File: config.mk
export PLATFORM = sky130hd
export DESIGN_NAME = calc_result_display
export DESIGN_NICKNAME = d
export VERILOG_FILES = /design/src/rtl/calc_pkg.sv /design/src/rtl/seg7_decode.sv /design/src/rtl/calc_result_display.sv
export SDC_FILE = /design/constraint.sdc
export NUM_CORES = 1
export LEC_CHECK = 0
export ABC_AREA = 1
export BUFFER_PORTS_ARGS = -buffer_cell sky130_fd_sc_hd__buf_2
export CAP_MARGIN = 40
export CORE_UTILIZATION = 50
export CTS_CLUSTER_DIAMETER = 200
export DETAILED_ROUTE_END_ITERATION = 6
export PLACE_DENSITY = 0.66
export SLEW_MARGIN = 15
export SYNTH_ARGS = -nofsm -noshare
export SYNTH_HDL_FRONTEND = slang
export SYNTH_SLANG_ARGS = --single-unit
File: constraint.sdc
create_clock -name clk -period 3.4 [get_ports clk]
set_clock_uncertainty 0.2 [all_clocks]
set_input_delay 0.17 -clock clk [delete_from_list [all_inputs] [get_ports clk]]
set_output_delay 0.17 -clock clk [all_outputs]
set_load 0.05 [all_outputs]
File: src/rtl/calc_pkg.sv
// Shared FSM state type and active-low seven-segment glyphs (gfedcba) for the result display.
package calc_pkg;

    typedef enum logic [1:0] {
        IDLE = 2'd0,
        HOLD = 2'd1,
        SHOW = 2'd2
    } state_e;

    localparam logic [6:0] SEG_0     = 7'b1000000;
    localparam logic [6:0] SEG_1     = 7'b1111001;
    localparam logic [6:0] SEG_2     = 7'b0100100;
    localparam logic [6:0] SEG_3     = 7'b0110000;
    localparam logic [6:0] SEG_4     = 7'b0011001;
    localparam logic [6:0] SEG_5     = 7'b0010010;
    localparam logic [6:0] SEG_6     = 7'b0000010;
    localparam logic [6:0] SEG_7     = 7'b1111000;
    localparam logic [6:0] SEG_MINUS = 7'b0111111;
    localparam logic [6:0] SEG_BLANK = 7'b1111111;
    localparam logic [6:0] SEG_E     = 7'b0000110;

endpackage

File: src/rtl/seg7_decode.sv
// Combinational 3-bit magnitude to active-low seven-segment glyph.
module seg7_decode
    import calc_pkg::*;
(
    input  logic [2:0] mag_i,
    output logic [6:0] seg_o
);

    always_comb begin
        seg_o = SEG_BLANK;
        case (mag_i)
            3'd0: seg_o = SEG_0;
            3'd1: seg_o = SEG_1;
            3'd2: seg_o = SEG_2;
            3'd3: seg_o = SEG_3;
            3'd4: seg_o = SEG_4;
            3'd5: seg_o = SEG_5;
            3'd6: seg_o = SEG_6;
            3'd7: seg_o = SEG_7;
            default: seg_o = SEG_BLANK;
        endcase
    end

endmodule

File: src/rtl/calc_result_display.sv
// Accepts sign-magnitude results, holds each for a minimum time and multiplexes
// sign/units digits onto a two-digit active-low seven-segment display.
module calc_result_display
    import calc_pkg::*;
#(
    parameter int unsigned REFRESH_DIV = 1000,
    parameter int unsigned MIN_HOLD    = 50000
) (
    input  logic       clk,
    input  logic       rst_n,
    input  logic       res_valid,
    output logic       res_ready,
    input  logic [3:0] res,
    input  logic       ovf,
    input  logic       clear,
    output logic [6:0] seg,
    output logic [1:0] an
);

    localparam int unsigned REF_W  = $clog2(REFRESH_DIV);
    localparam int unsigned HOLD_W = $clog2(MIN_HOLD);
    localparam logic [REF_W-1:0]  REF_MAX   = REF_W'(REFRESH_DIV - 1);
    localparam logic [HOLD_W-1:0] HOLD_LOAD = HOLD_W'(MIN_HOLD - 1);

    state_e             state_q, state_d;
    logic [3:0]         res_q, res_d;
    logic               ovf_q, ovf_d;
    logic [HOLD_W-1:0]  hold_q, hold_d;
    logic [REF_W-1:0]   ref_q, ref_d;
    logic               sel_q, sel_d;
    logic               ready_q, ready_d;
    logic [1:0]         an_q, an_d;
    logic [6:0]         seg_q, seg_d;
    logic [6:0]         units_glyph;
    logic               xfer;

    seg7_decode u_seg7_decode (
        .mag_i (res_d[2:0]),
        .seg_o (units_glyph)
    );

    // Display outputs are computed from next-state values so the registered
    // outputs line up with the state/select they describe.
    always_comb begin
        state_d = state_q;
        res_d   = res_q;
        ovf_d   = ovf_q;
        hold_d  = hold_q;
        ref_d   = ref_q;
        sel_d   = sel_q;
        xfer    = res_valid && (state_q != HOLD);

        if (clear) begin
            state_d = IDLE;
            hold_d  = '0;
            ref_d   = '0;
            sel_d   = 1'b0;
        end else if (xfer) begin
            state_d = HOLD;
            res_d   = res;
            ovf_d   = ovf;
            hold_d  = HOLD_LOAD;
            ref_d   = '0;
            sel_d   = 1'b0;
        end else begin
            if (state_q == HOLD) begin
                if (hold_q == '0) begin
                    state_d = SHOW;
                end else begin
                    hold_d = hold_q - 1'b1;
                end
            end
            if (state_q != IDLE) begin
                if (ref_q == REF_MAX) begin
                    ref_d = '0;
                    sel_d = ~sel_q;
                end else begin
                    ref_d = ref_q + 1'b1;
                end
            end
        end

        ready_d = (state_d != HOLD);
        an_d    = 2'b11;
        seg_d   = SEG_BLANK;
        if (state_d != IDLE) begin
            an_d = sel_d ? 2'b01 : 2'b10;
            if (ovf_d) begin
                seg_d = sel_d ? SEG_BLANK : SEG_E;
            end else if (!sel_d) begin
                seg_d = units_glyph;
            end else if (res_d[3] && (res_d[2:0] != 3'd0)) begin
                seg_d = SEG_MINUS;
            end
        end
    end

    always_ff @(posedge clk) begin
        if (!rst_n) begin
            state_q <= IDLE;
            res_q   <= '0;
            ovf_q   <= 1'b0;
            hold_q  <= '0;
            ref_q   <= '0;
            sel_q   <= 1'b0;
            ready_q <= 1'b1;
            an_q    <= 2'b11;
            seg_q   <= SEG_BLANK;
        end else begin
            state_q <= state_d;
            res_q   <= res_d;
            ovf_q   <= ovf_d;
            hold_q  <= hold_d;
            ref_q   <= ref_d;
            sel_q   <= sel_d;
            ready_q <= ready_d;
            an_q    <= an_d;
            seg_q   <= seg_d;
        end
    end

    assign res_ready = ready_q;
    assign an        = an_q;
    assign seg       = seg_q;

endmodule

; Word level (Yosys, flattened, before mapping)
; Memory sizes are Yosys's and may differ from the RTL's.
; Cells that the tools add are included.
[classes]
reduce_logical = 12
n_mux = 21
n_mul = 0
order_cmp = 0
div_mod_pow = 0
bitwise = 3
shift = 0
n_eq_ne = 5
addsub = 2
[ops]
columns = cell, count
row1 = $mux W16, 3
row2 = $mux W7, 4
row3 = $logic_not A16 Y1, 1
row4 = $sub A16 B1 Y16 const B, 1
row5 = $add A10 B1 Y10 const B, 1
row6 = $eq A10 B10 Y1 const B, 1
row7 = $mux W10, 1
row8 = $mux W2, 5
row9 = $mux W4, 2
row10 = $mux W1, 6
row11 = $reduce_and A2 Y1, 3
row12 = $reduce_bool A2 Y1, 3
row13 = $ne A2 B1 Y1 const B, 2
row14 = $not A1 Y1, 3
row15 = $reduce_bool A3 Y1, 1
row16 = $reduce_or A3 Y1, 1
row17 = $eq A2 B1 Y1 const B, 1
row18 = $logic_and A1 B1 Y1, 2
row19 = $ne A2 B2 Y1 const B, 1
row20 = $reduce_or A2 Y1, 1
[totals]
n_memories = 1
input_bits = 9
romBits = 56
latch_bits = 0
ram_bits = 0
reg_bits = 44
word_cells = 54
[memory_table]
columns = memory, words, width, read_ports, rd_clocked_by_memory_dff, wr, line
row1 = (no name shown), 8, 7, 1, 0, 0, seg7_decode.sv:11  ; case (mag_i)

; Depth between registers and ports, before layout
[logic_depth]
ltp_word = 9
depth_mapped = 11
mapped_depth_nobuf = 11

; Cells and area by module
; A second synthesis with hierarchy kept.
[unflattened]
hier_cells = 341
area_unflattened_um2 = 2313.5
[by_module_without_submodules]
columns = module, seq_area_each_um2, cells_per_inst, area_per_inst_um2, instances
row1 = calc_result_display, 880.8, 316, 2155.8, 1
row2 = seg7_decode, 0.0, 25, 157.7, 1

; Worst setup path after synthesis
; OpenSTA, ideal clock, no wires.
[synth_path]
kind = flip-flop to flip-flop
startpoint = register state_q[1]
endpoint = register seg_q[6] (netlist: seg[6])
arrival_time_ps = 1538
path_buffers = 0
setup_time_ps = 114
path_stages_with_launch = 12
period_less_slack_ps = 1851
path_slack_ps = 1549
cell_sequence = dfxtp_1 -> inv_2 -> nand2_4 -> nand3_4 -> or2_2 -> o21ai_2 -> inv_1 -> ha_1 -> nand3_1 -> nand2_1 -> a21oi_1 -> nor2_1
[synth_between]
elab_chain_len = 9
word_cells_on_any_way = 24
classes_between = eq/ne: 2 / mux: 15 / reduce/logical: 6 / memory: 1
[synth_rtl]
columns = element, line
row1 = "start, declared", calc_result_display.sv:25  ; state_e state_q, state_d;
row2 = "start signal, assigned", calc_result_display.sv:110  ; state_q <= state_d;
row3 = $ne A2 B1 Y1 *, calc_result_display.sv:51  ; xfer = res_valid && (state_q != HOLD);
row4 = $logic_and A1 B1 Y1 *, calc_result_display.sv:51
row5 = $mux W4 *, calc_result_display.sv:58  ; end else if (xfer) begin
row6 = $mux W4 *, calc_result_display.sv:53  ; if (clear) begin
row7 = net res_d[0], calc_result_display.sv:26  ; logic [3:0] res_q, res_d;
row8 = branches (longest 3 deep; another with $mem_v2 Z8 W7), n/a
row9 = $mux W7 *, calc_result_display.sv:90  ; end else if (!sel_d) begin
row10 = $mux W7 *, calc_result_display.sv:88  ; if (ovf_d) begin
row11 = "end signal, assigned", calc_result_display.sv:118  ; seg_q <= seg_d;
row12 = "end, declared", calc_result_display.sv:33  ; logic [6:0] seg_q, seg_d;
; Mark *: on every way through the listed nets, which the timed path passes.
; A chain may end at the register's enable or synchronous reset.

; Final worst setup path
; Ends and elaborated chain as after synthesis.

==> summary.md <==
| Metric | Value |
|---|---|
| Post-layout min period | `2000 ps` |
| Synth cell count leaders | `nand2_1 (72), nor2_1 (45), dfxtp_1 (44)` |
| Netlist cell types | `34` |
| Ys async rst share | `0%` |
| Status | `finished, final reports clean` |
| Synth Flop Type | `dfxtp_1` |
| Post-synth top area cell | `dfxtp_1` |
| Reg-to-reg startpoint | `state_q[1]` |
| Register area | `881 µm²` |
| Core box area | `approximately 4400 µm²` |
| Crit path max-delay cell type | `dfxtp_1` |
| Least-Margin Pin Slew | `around 430 ps` |
| Filler instances | `roughly 430` |
| Die height | `between 60 and 70 µm` |
| Final #Nets | `362` |
| Final WL | `4530 µm` |
| Synth Instances | `320` |
| GRT Total Usage | `around a fifth` |
| Global route total overflow | `0` |
| Number of non-filler instances in the completed layout | `398` |
| CTS Buffer Depth | `2` |
| Antenna Violating Nets Remaining | `0` |
| Worst Setup End Kind | `flop` |
| Fin area | `2550 µm²` |
| Vias | `between 1500 and 2000` |
| Total clock sinks | `between 40 and 50` |
| Number of global-route vias before repair | `1728` |
| Wire per inst | `11.4 µm` |
| Max-slew violations | `0` |
| Crit Path Category | `reg -> reg` |
| Crit-path max cell delay | `between 300 and 400 ps` |
| CTS Root Buffer Type | `clkbuf_8` |
| DR vias/cell | `approximately 5.0` |
| Die area | `slightly below 5000 µm²` |
| Post-route setup TNS | `0 ps` |
| Initial Util | `a little over half` |
| Net Count, Synth | `337` |
| Residual DRC | `0` |
| Synth Cell Area | `between 2000 and 2500 µm²` |
| Share of cells above drive strength 1 | `between 15 and 20%` |
| Fin. Hold Viols | `0` |
| Port bufs | `18` |
| Top delay family on crit path | `simple AND/OR/NAND/NOR gates` |
| H-tree depth | `2` |
| Layout area overhead | `11.7%` |
| Resized cells post-CTS | `0` |
| First-pass GRT wire length | `7730 µm` |
| Setup-failing EPs final | `0` |
| Crit share post-route | `between 50 and 60%` |
| CP Max Fanout | `7` |
| Worst skew pair latency | `300 ps` |
| Overall power | `roughly 0.0012 W` |
| Worst Hold Class | `in -> reg` |
| Worst EP required | `about 3400 ps` |
| CTS clk-pin slew, worst paths | `80 ps` |
| Multi-input logic area | `about 1200 µm²` |
| EDFF count, synth | `0` |
| Leak | `around 1.2 nW` |
| Seq/Total Area, Yosys | `38.6%` |
| Post-DP Area | `between 2000 and 2500 µm²` |
| DRT Pass-1 Iters | `4` |
| Relative slew slack | `a little under three quarters` |
| DPL Wire Length | `~3400 µm` |
| Inserted Diodes | `0` |
| GPL Wtd Cong | `about 0.86` |
| Worst setup path startpoint | `state_q[1]` |
| Initial antenna violation count | `0` |
| Boundary Pins | `19` |
| CP bufs+invs | `2` |
| # rows | `24` |
| Peak supply drop | `approximately 0.28 mV` |
| Yosys reg bits | `44` |
| DR iter-0 viols | `between 100 and 150` |
| Worst hold path startpoint | `clear` |
| RSZ-0062 raised after global routing | `false` |
| Die width | `69.6 µm` |
| Critical Path, Cell by Cell | `inv_2, nand2_4, nand3_4, or2_2, o21ai_2, inv_1, ha_1, nand3_1, nand2_1, a21oi_1, nor2_1` |
| Max-Cap Viols | `0` |
| Fmax | `~500 MHz` |
| Synth warnings | `0` |
| TritonCTS Buffers | `5` |
| WP data arrival | `2000 ps` |
| Dpl cells | `388` |
| Avg Cell Area, Syn | `~7.1 µm²` |
| Synth top area share | `about two fifths` |
| Type of origin of the critical path | `flop` |
| CTS tree | `yes` |
| Most frequent cell after synthesis | `nand2_1` |
| Pwr dens | `between 400 and 500 nW/µm²` |
| Largest net degree at the start of global routing | `19` |
| Synth area leaders | `dfxtp_1 (39%), nand2_1 (12%), nor2_1 (7.4%)` |
-- placed cells by master, fill, tap and decap left out --
cell           count
nand3_1           27
dlygate4sd3_1      2
nand2_2            3
xnor2_1            3
nor3b_1            1
nor3_1             3
ha_1               8
nand3_4            1
o211ai_1           1
nor2_1            45
clkinv_2           1
nand3b_1           1
or2_1              1
o21ai_2            2
inv_4              1
bufinv_16          1
inv_1             39
nand2_1           72
o21bai_1           2
nand4_1           11
nor2_2             7
o21ai_1            7
or2_2              1
xor2_1             6
nand2_8            1
clkinvlp_4         1
a21oi_2            1
a21oi_1           11
dfxtp_1           44
nor2_4             1
a31oi_1            4
buf_2             18
o21a_1             1
inv_2              6
nand2_4            3
nor3_2             1
o21ai_0            3
clkbuf_8           5
-- state kept, by name, summed over array words and instances (netlist names) --
name       count
an             2
ref_q         10
ovf_q          1
hold_q        16
seg            7
sel_q          1
state_q        2
res_ready      1
res_q          4
-- path summary, 6_finish.rpt --
path / to / slack (ps) / depth (start not counted)
max: seg[6] / 1400 / 11
min: hold_q[9] / 30 / 4
max reg2reg: seg[6] / 1400 / 11
min reg2reg: res_q[3] / 280 / 2
-- repair_timing --
action / in CTS / in global routing
hold endpoints to repair: 8 / 0
hold buffers: 2 / 0
buffers inserted: 0 / 0
endpoints found under the setup margin: 0 / 0
-- per-layer routing --
layer  up-vias  share of wire [%]  track usage (%)
met3         7                4.5             3.49
met5         -                  0                0
met1       878                 52             29.1
li1       1063                  -                -
met2        37                 41             29.1
met4         0                1.6             8.16
-- cells by family after synthesis --
group | count (synthesis) | synth area share (%)
adder cells (fa/ha/maj) | 8 | 4.39
flip-flops | 44 | 38.6
AO/OA/AOI/OAI | 32 | 8.17
XOR/XNOR | 9 | 3.45
AND/OR/NAND/NOR | 179 | 36.8
buffers and inverters | 48 | 8.55
-- final cells by class --
class / instances / share of cell area, %
Tap cell: 52 / 2.55
Sequential cell: 44 / 34.6
Inverter: 46 / 6.87
Clock inverter: 3 / 1.67
Multi-Input combinational cell: 228 / 47.3
Clock buffer: 5 / 2.70
Timing Repair Buffer: 20 / 4.32
-- through the flow --
stage	setup WS, ps	util, %	hold slack [ps]
2_1_floorplan	1550	-	133
3_3_place_gp	1490	55.1	251
3_5_place_dp	1450	55.1	266
4_1_cts	1420	58.1	21.5
5_1_grt	1260	58.1	53.5
6_report	1400	58.1	31.4
-- where the power goes --
group	total, W	internal, W	switching (W)
registers	0.000546	0.000534	0.0000124
clock network	0.000401	0.000217	0.000183
logic	0.000223	0.0000704	0.000153
total	0.00117	0.000822	0.000348
-- tightest hold or removal path: cells and delay by family --
kind / cells / cell delay (ps)
buffers and inverters: 2 / 170
AND/OR/NAND/NOR: 2 / 150
Note: power is estimated with default switching activity, not from simulation.
